`src/rtl/cpu_defs_pkg.sv`:
```
// Shared definitions for the 4-instruction CPU: opcodes, sequencer states, field positions.
// Used by the fetch/sequencing unit and its instruction memory.
package cpu_defs;

    localparam logic [1:0] OP_RTYPE = 2'b00;
    localparam logic [1:0] OP_LW    = 2'b01;
    localparam logic [1:0] OP_SW    = 2'b10;
    localparam logic [1:0] OP_BEQ   = 2'b11;

    typedef enum logic [1:0] {
        IDLE   = 2'b00,
        FETCH  = 2'b01,
        DECODE = 2'b10,
        EXEC   = 2'b11
    } state_t;

    localparam int OP_MSB  = 7;
    localparam int OP_LSB  = 6;
    localparam int RS_MSB  = 5;
    localparam int RS_LSB  = 4;
    localparam int RT_MSB  = 3;
    localparam int RT_LSB  = 2;
    localparam int IMM_MSB = 1;
    localparam int IMM_LSB = 0;

    function automatic logic is_beq(input logic [1:0] op);
        return op == OP_BEQ;
    endfunction

endpackage

```
`src/rtl/imem.sv`:
```
// Instruction memory: one write port, one registered read port whose output register is the IR.
// The read register clears synchronously so the IR resets to zero while the array itself keeps its contents.
module imem #(
    parameter int AW = 4,
    parameter int IW = 8
) (
    input  logic          clk,
    input  logic          clear,
    input  logic          we,
    input  logic [AW-1:0] waddr,
    input  logic [IW-1:0] wdata,
    input  logic          re,
    input  logic [AW-1:0] raddr,
    output logic [IW-1:0] rdata
);

    logic [IW-1:0] mem [0:(2**AW)-1];

    always_ff @(posedge clk) begin
        if (we) begin
            mem[waddr] <= wdata;
        end
    end

    always_ff @(posedge clk) begin
        if (clear) begin
            rdata <= '0;
        end else if (re) begin
            rdata <= mem[raddr];
        end
    end

endmodule

```
`src/rtl/instr_fetch_seq.sv`:
```
// Fetch/sequencing unit: PC, IR and a FETCH-DECODE-EXEC phase FSM, 3 cycles per instruction.
// Program load is only accepted while halted; Step runs one instruction from IDLE.
module instr_fetch_seq
    import cpu_defs::*;
#(
    parameter int AW = 4,
    parameter int IW = 8,
    parameter int DW = 8
) (
    input  logic          Clk,
    input  logic          Clear,
    input  logic          Run,
    input  logic          Step,
    input  logic          LoadEn,
    input  logic [AW-1:0] LoadAddr,
    input  logic [IW-1:0] LoadData,
    input  logic          BranchTaken,
    output logic [1:0]    Op,
    output logic [1:0]    Rs,
    output logic [1:0]    Rt,
    output logic [1:0]    Rd,
    output logic [DW-1:0] Imm,
    output logic [AW-1:0] PC,
    output logic          ExecStrobe,
    output logic          Halted
);

    state_t        state;
    state_t        state_nxt;
    logic [AW-1:0] pc_nxt;
    logic [AW-1:0] imm_pc;
    logic [IW-1:0] ir;
    logic          fetch_en;
    logic          load_we;

    imem #(
        .AW(AW),
        .IW(IW)
    ) u_imem (
        .clk   (Clk),
        .clear (Clear),
        .we    (load_we),
        .waddr (LoadAddr),
        .wdata (LoadData),
        .re    (fetch_en),
        .raddr (PC),
        .rdata (ir)
    );

    // IR only changes on the FETCH->DECODE edge, so fields hold steady through EXEC.
    assign Op     = ir[OP_MSB:OP_LSB];
    assign Rs     = ir[RS_MSB:RS_LSB];
    assign Rt     = ir[RT_MSB:RT_LSB];
    assign Rd     = ir[IMM_MSB:IMM_LSB];
    assign Imm    = {{(DW-2){ir[IMM_MSB]}}, ir[IMM_MSB:IMM_LSB]};
    assign imm_pc = {{(AW-2){ir[IMM_MSB]}}, ir[IMM_MSB:IMM_LSB]};

    // Clear in EXEC must suppress the commit in that same cycle.
    assign ExecStrobe = (state == EXEC) && !Clear;
    assign Halted     = (state == IDLE);

    always_comb begin
        state_nxt = state;
        pc_nxt    = PC;
        fetch_en  = 1'b0;
        load_we   = 1'b0;
        case (state)
            IDLE: begin
                load_we = LoadEn && !Clear;
                if (Run || Step) begin
                    state_nxt = FETCH;
                end
            end
            FETCH: begin
                fetch_en  = 1'b1;
                state_nxt = DECODE;
            end
            DECODE: begin
                state_nxt = EXEC;
            end
            EXEC: begin
                if (BranchTaken && is_beq(Op)) begin
                    pc_nxt = PC + AW'(1) + imm_pc;
                end else begin
                    pc_nxt = PC + AW'(1);
                end
                state_nxt = Run ? FETCH : IDLE;
            end
            default: begin
                state_nxt = IDLE;
            end
        endcase
    end

    always_ff @(posedge Clk) begin
        if (Clear) begin
            state <= IDLE;
            PC    <= '0;
        end else begin
            state <= state_nxt;
            PC    <= pc_nxt;
        end
    end

endmodule
```
`config.mk`:
```
export PLATFORM = sky130hd
export DESIGN_NAME = instr_fetch_seq
export DESIGN_NICKNAME = d
export VERILOG_FILES = /design/src/rtl/cpu_defs_pkg.sv /design/src/rtl/imem.sv /design/src/rtl/instr_fetch_seq.sv
export SDC_FILE = /design/constraint.sdc
export NUM_CORES = 1
export LEC_CHECK = 0
export BUFFER_PORTS_ARGS = -buffer_cell sky130_fd_sc_hd__buf_2
export CORE_ASPECT_RATIO = 1.25
export CORE_MARGIN = 2
export CORE_UTILIZATION = 40
export CTS_CLUSTER_SIZE = 16
export DETAILED_ROUTE_END_ITERATION = 10
export SKIP_LAST_GASP = 1
export SLEW_MARGIN = 15
export SYNTH_ARGS = -nofsm -noshare
export SYNTH_HDL_FRONTEND = slang
export SYNTH_SLANG_ARGS = --single-unit
```
`constraint.sdc`:
```
create_clock -name Clk -period 3 [get_ports Clk]
set_input_delay 0.3 -clock Clk [delete_from_list [all_inputs] [get_ports Clk]]
set_output_delay 0.3 -clock Clk [all_outputs]
set_load 0.02 [all_outputs]
```
# Yosys cells after proc, flatten, opt, wreduce, memory -nomap -nowiden
# Memories as Yosys holds them, arrays and structs flattened. A register that Yosys moved wholly into a read port is not among the register bits.
# Cells that the tools add are included.
# word_totals
input_bits	18
output_inout_bits	22
n_memories	1
mem_bits_rw	128
regBits	6
# classes
n_eq_ne	5
muxes	8
n_addsub	2
reduce_logical	6
# mem_list
name	words	width	read_ports	rd_ports_with_merged_regs	write_ports	line_no	rtl
u_imem.mem	16	8	1	1	1	imem.sv:17	logic [IW-1:0] mem [0:(2**AW)-1];
# ops
op	count
one-hot mux 2 bit (4 select lines)	1
equality test 2 bit, second input constant	3
two-way mux 1 bit	5
adder 4 x 1 -> 4 bit, second input constant	1
adder 4 bit	1
two-way mux 4 bit	1
logical AND 1 bit	3
equality test 2 x 1 -> 1 bit, second input constant	1
zero test 2 bit	1
two-way mux 2 bit	1
!= test 2 x 1 -> 1 bit, second input constant	1
zero test 1 bit	1
logical OR 1 bit	1

# Depth between registers and ports, before layout
# depth
ltp_word	5
mapped_depth	9
mapped_depth_nobuf	8

# Modules after synthesis
# From an unflattened synthesis, not the netlist that was laid out.
# unflattened
hier_cells	380
area_unflattened_um2	5888.1
# modules_own_cells
module	cells_each	instances	area_each_um2
imem	316	1	5343.9
instr_fetch_seq	64	1	544.3

# Worst setup path before layout
# Ideal clock, no wire load.
# synth_path
path_type	register -> register
startpoint	register state[0]
endpoint	memory u_imem.mem[4][0], enable pin
arrival_time_ps	1974
setup_ps	383
setup_slack_ps	642
path_stages_with_launch	6
path_cell_list	dfxtp_1 > inv_1 > ha_1 > nand3b_1 > or3b_2 > nor3_1
# synth_between
elab_chain_cells	4
# synth_rtl
element	line_no	rtl
from (decl)	instr_fetch_seq.sv:28	state_t state;
from (signal assigned)	instr_fetch_seq.sv:100	state <= state_nxt;
zero test 2 bit	--	
named net Halted	instr_fetch_seq.sv:25	output logic Halted
two-way mux 1 bit	instr_fetch_seq.sv:67	case (state)
two-way mux 1 bit	imem.sv:20	if (we) begin
two-way mux 1 bit (implied by the code)	imem.sv:21	mem[waddr] <= wdata;
to (decl)	imem.sv:17	
# The timed path passes the listed nets, and every way through them passes these cells.

# Final worst setup path
# layout_path
startpoint	register state[1]
endpoint	memory u_imem.mem[7][2], enable pin
# layout_between
elab_chain_cells	4
# layout_rtl
element	line_no
zero test 2 bit	instr_fetch_seq.sv:67
two-way mux 1 bit	instr_fetch_seq.sv:67
two-way mux 1 bit	imem.sv:20
two-way mux 1 bit (implied by the code)	imem.sv:21
# Every way passes these cells.

==> impl_metrics.ini <==
[cts]
cts_tree = yes
cts_max_level = 4
cts_setup_buffers = 0
numCtsBuffers = 17
clk-insertion-delay-late_ns = 0.41
path_clk_slew_ns = 0.05
post_cts_resized = 0
cts_sinks = 142
clockRootBuffer = clkbuf_16
hold_buffers = 0
cts_buffer_depth = 2

[timing]
min_period_ns = 2.342
clock_skew_ns = 0.01099
worst_pin_slew_ns = 0.8041
final_max_slew_viol_count = 0
post-route-period-util = 0.7807
setup_viol = 0
maxSlewHeadroom = 0.4619
rsz0062_at_grt = false
hold_viol = 0
finalSetupTns_ns = 0
max_freq_mhz = 427.0

[place]
placed_cell_area_um2 = 6128
dp.cells = 526
io_buffers = 39
gp_congestion = 0.8077
hpwl_mm = 7.683

[global_routing]
grt_max_degree = 37
grt_use_total = 0.1611
overflow = 0
grt_pass1_vias = 3156
grt_pass1_wl_mm = 18.15
antenna_found_initial = 1

[worst_setup_path]
path_delay_family = simple AND/OR/NAND/NOR gates
rrSetupSlack_ns = 0.66
cp_slowest_cell = nor2_1
end_kind = flop
start_kind = flop
critPathBufInv = 1
worstPathMaxFanout = 8
crit_cells = 5
crit_chain = inv_1 -> ha_1 -> nand3b_1 -> or3b_2 -> nor2_1
crit_arrival_ns = 2.38
reg2regPathDepth = 5
crit_type = flop to flop
critPathMaxStageDelay_ns = 0.55
cp_data_required_time_ns = 3.04

[run_status]
outcome = completed

[final_layout]
final_common_cell = edfxtp_1
drive_above_1_share = 0.2816
area_delta_synth_final_pct = 17.01
final_nets = 393
seqCellArea_um2 = 4125
multi_input_area_um2 = 1456
postLayoutCellArea_um2 = 6773
layout_common_cells = edfxtp_1 (128), buf_2 (39), nor2_1 (29)
num-fill-cells = 1195
instances_no_fill = 559

[floorplan]
dieArea_um2 = 15450
start_util = 0.4052
chipHeight_um = 138.5
die_x_um = 111.6
io-pin-count = 40
core_area_um2 = 14290
rows = 49

[logic_synthesis]
synthFlopType = edfxtp_1
yosysSeqAreaShare = 0.7125
synth_nets = 345
yosys_warnings = 0
synth_compound_area_frac = 0.04864
synth_async_sr_flop_share = 0
synthMuxAreaShare = 0.1310
synthCells = 319
synthXorXnorAreaFrac = 0.003026
synth_simple_gate_area_share = 0.05037
postSynthAreaPerCell_um2 = 18.14
synth_enable_flop_cells = 128
synth_top_area_frac = 0.6641
synth_top_family_by_area = multiplexers
synthAdderAreaFrac = 0.01859
ys_ff_latch = 142
post-synth-top-area-cell = edfxtp_1
synth.area.top_cells = edfxtp_1 (66%), mux4_2 (8.6%), dfxtp_1 (4.8%)
syn_area_um2 = 5788
ys_types = 37

[min_path]
hp-class = input pin to flop
hold_depth = 4

[power_and_ir_drop]
peakVddDrop_mv = 0.4392
p_total_mw = 5.282
power_density_nw_per_um2 = 779.9
leakagePower_nw = 2.287

[drt]
drt-pass1-iter-count = 4
viasPerCell = 5.381
vias = 3008
postRouteAntennaNets = 0
avgRoutedWirePerCell_um = 20.89
wl_mm = 11.68
first_iter_violations = 255
drc = 0

[run]
drv_cap = 0
## kinds of logic (layout without fill, tap and decap cells)
family | count (synthesis) | count (layout)
DFF | 142 | 142
and+or+nand+nor | 63 | 63
AOI/OAI and AO/OA | 44 | 44
muxes | 32 | 32
buffers and inverters | 28 | 89
adders and majority gates | 8 | 8
xor gates and xnor gates | 2 | 2
other | 0 | 1
## synthesized netlist by cell type, types with 2 or more instances
master and instances:
buf_4 13, buf_2 3, nand3_1 6, a311oi_1 2, edfxtp_1 128, nand2b_1 2
nor3_1 5, nand2_1 9, mux4_1 10, mux4_2 22, a21oi_1 19, and3_1 2
nand4_1 2, a22oi_1 17, ha_1 7, buf_6 2, nor2_1 29, nand3b_1 2
inv_1 5, a21o_1 2, dfxtp_1 14, nor2b_1 2, o21ai_0 2
## routing by layer
metal	vias up	GRT usage	wire, um
li1	1378	-	-
met1	1524	0.2049	4958
met2	92	0.2612	5862
met3	14	0.04603	628
met4	0	0.06693	226
met5	-	0	0
## worst reg2reg max path: stages (launching register included)
cell      delay (ns)
dfxtp_1         0.34
inv_1           0.11
ha_1            0.29
nand3b_1        0.17
or3b_2          0.52
nor2_1          0.55
## power by group
| part | internal [mW] | switching (mW) | total, mW |
|---|---|---|---|
| sequential | 2.22 | 0.0555 | 2.28 |
| combinational | 0.309 | 0.472 | 0.781 |
| clock | 1.44 | 0.777 | 2.22 |
| total | 3.98 | 1.30 | 5.28 |
## sequential cells by signal (all words and copies together), names as in the netlist
name,count
u_imem.mem,128
PC,4
u_imem.rdata,8
state,2
## area by class of cell
| type | count | area share |
|---|---|---|
| inverter | 5 | 0.002771 |
| tap | 178 | 0.03288 |
| sequential | 142 | 0.6091 |
| antenna | 1 | 0.0003695 |
| multi-input combinational | 149 | 0.2150 |
| timing repair buffer | 52 | 0.04508 |
| clock inverter | 12 | 0.02734 |
| clock buffer | 20 | 0.06743 |
## path summary, 6_finish.rpt
check	start	endpoint
min reg2reg	u_imem.rdata[3]$_SDFFE_PP0N_	u_imem.rdata[3]$_SDFFE_PP0N_
max reg2reg	state[1]$_SDFFE_PP0P_	u_imem.mem[7][2]$_DFFE_PP_
min	Step	state[1]$_SDFFE_PP0P_
max	state[1]$_SDFFE_PP0P_	u_imem.mem[7][2]$_DFFE_PP_
## per-stage QoR
step	util	setup WS, ns	hold slack, ns
after floorplan	-	0.6424	0.3989
after global placement	0.4290	0.7897	0.4824
after detailed placement	0.4290	0.6480	0.4931
after CTS	0.4739	0.6327	0.1892
after global routing	0.4739	0.5142	0.2135
final	0.4741	0.6579	0.2075
Note: power is estimated with default switching activity, not from simulation.
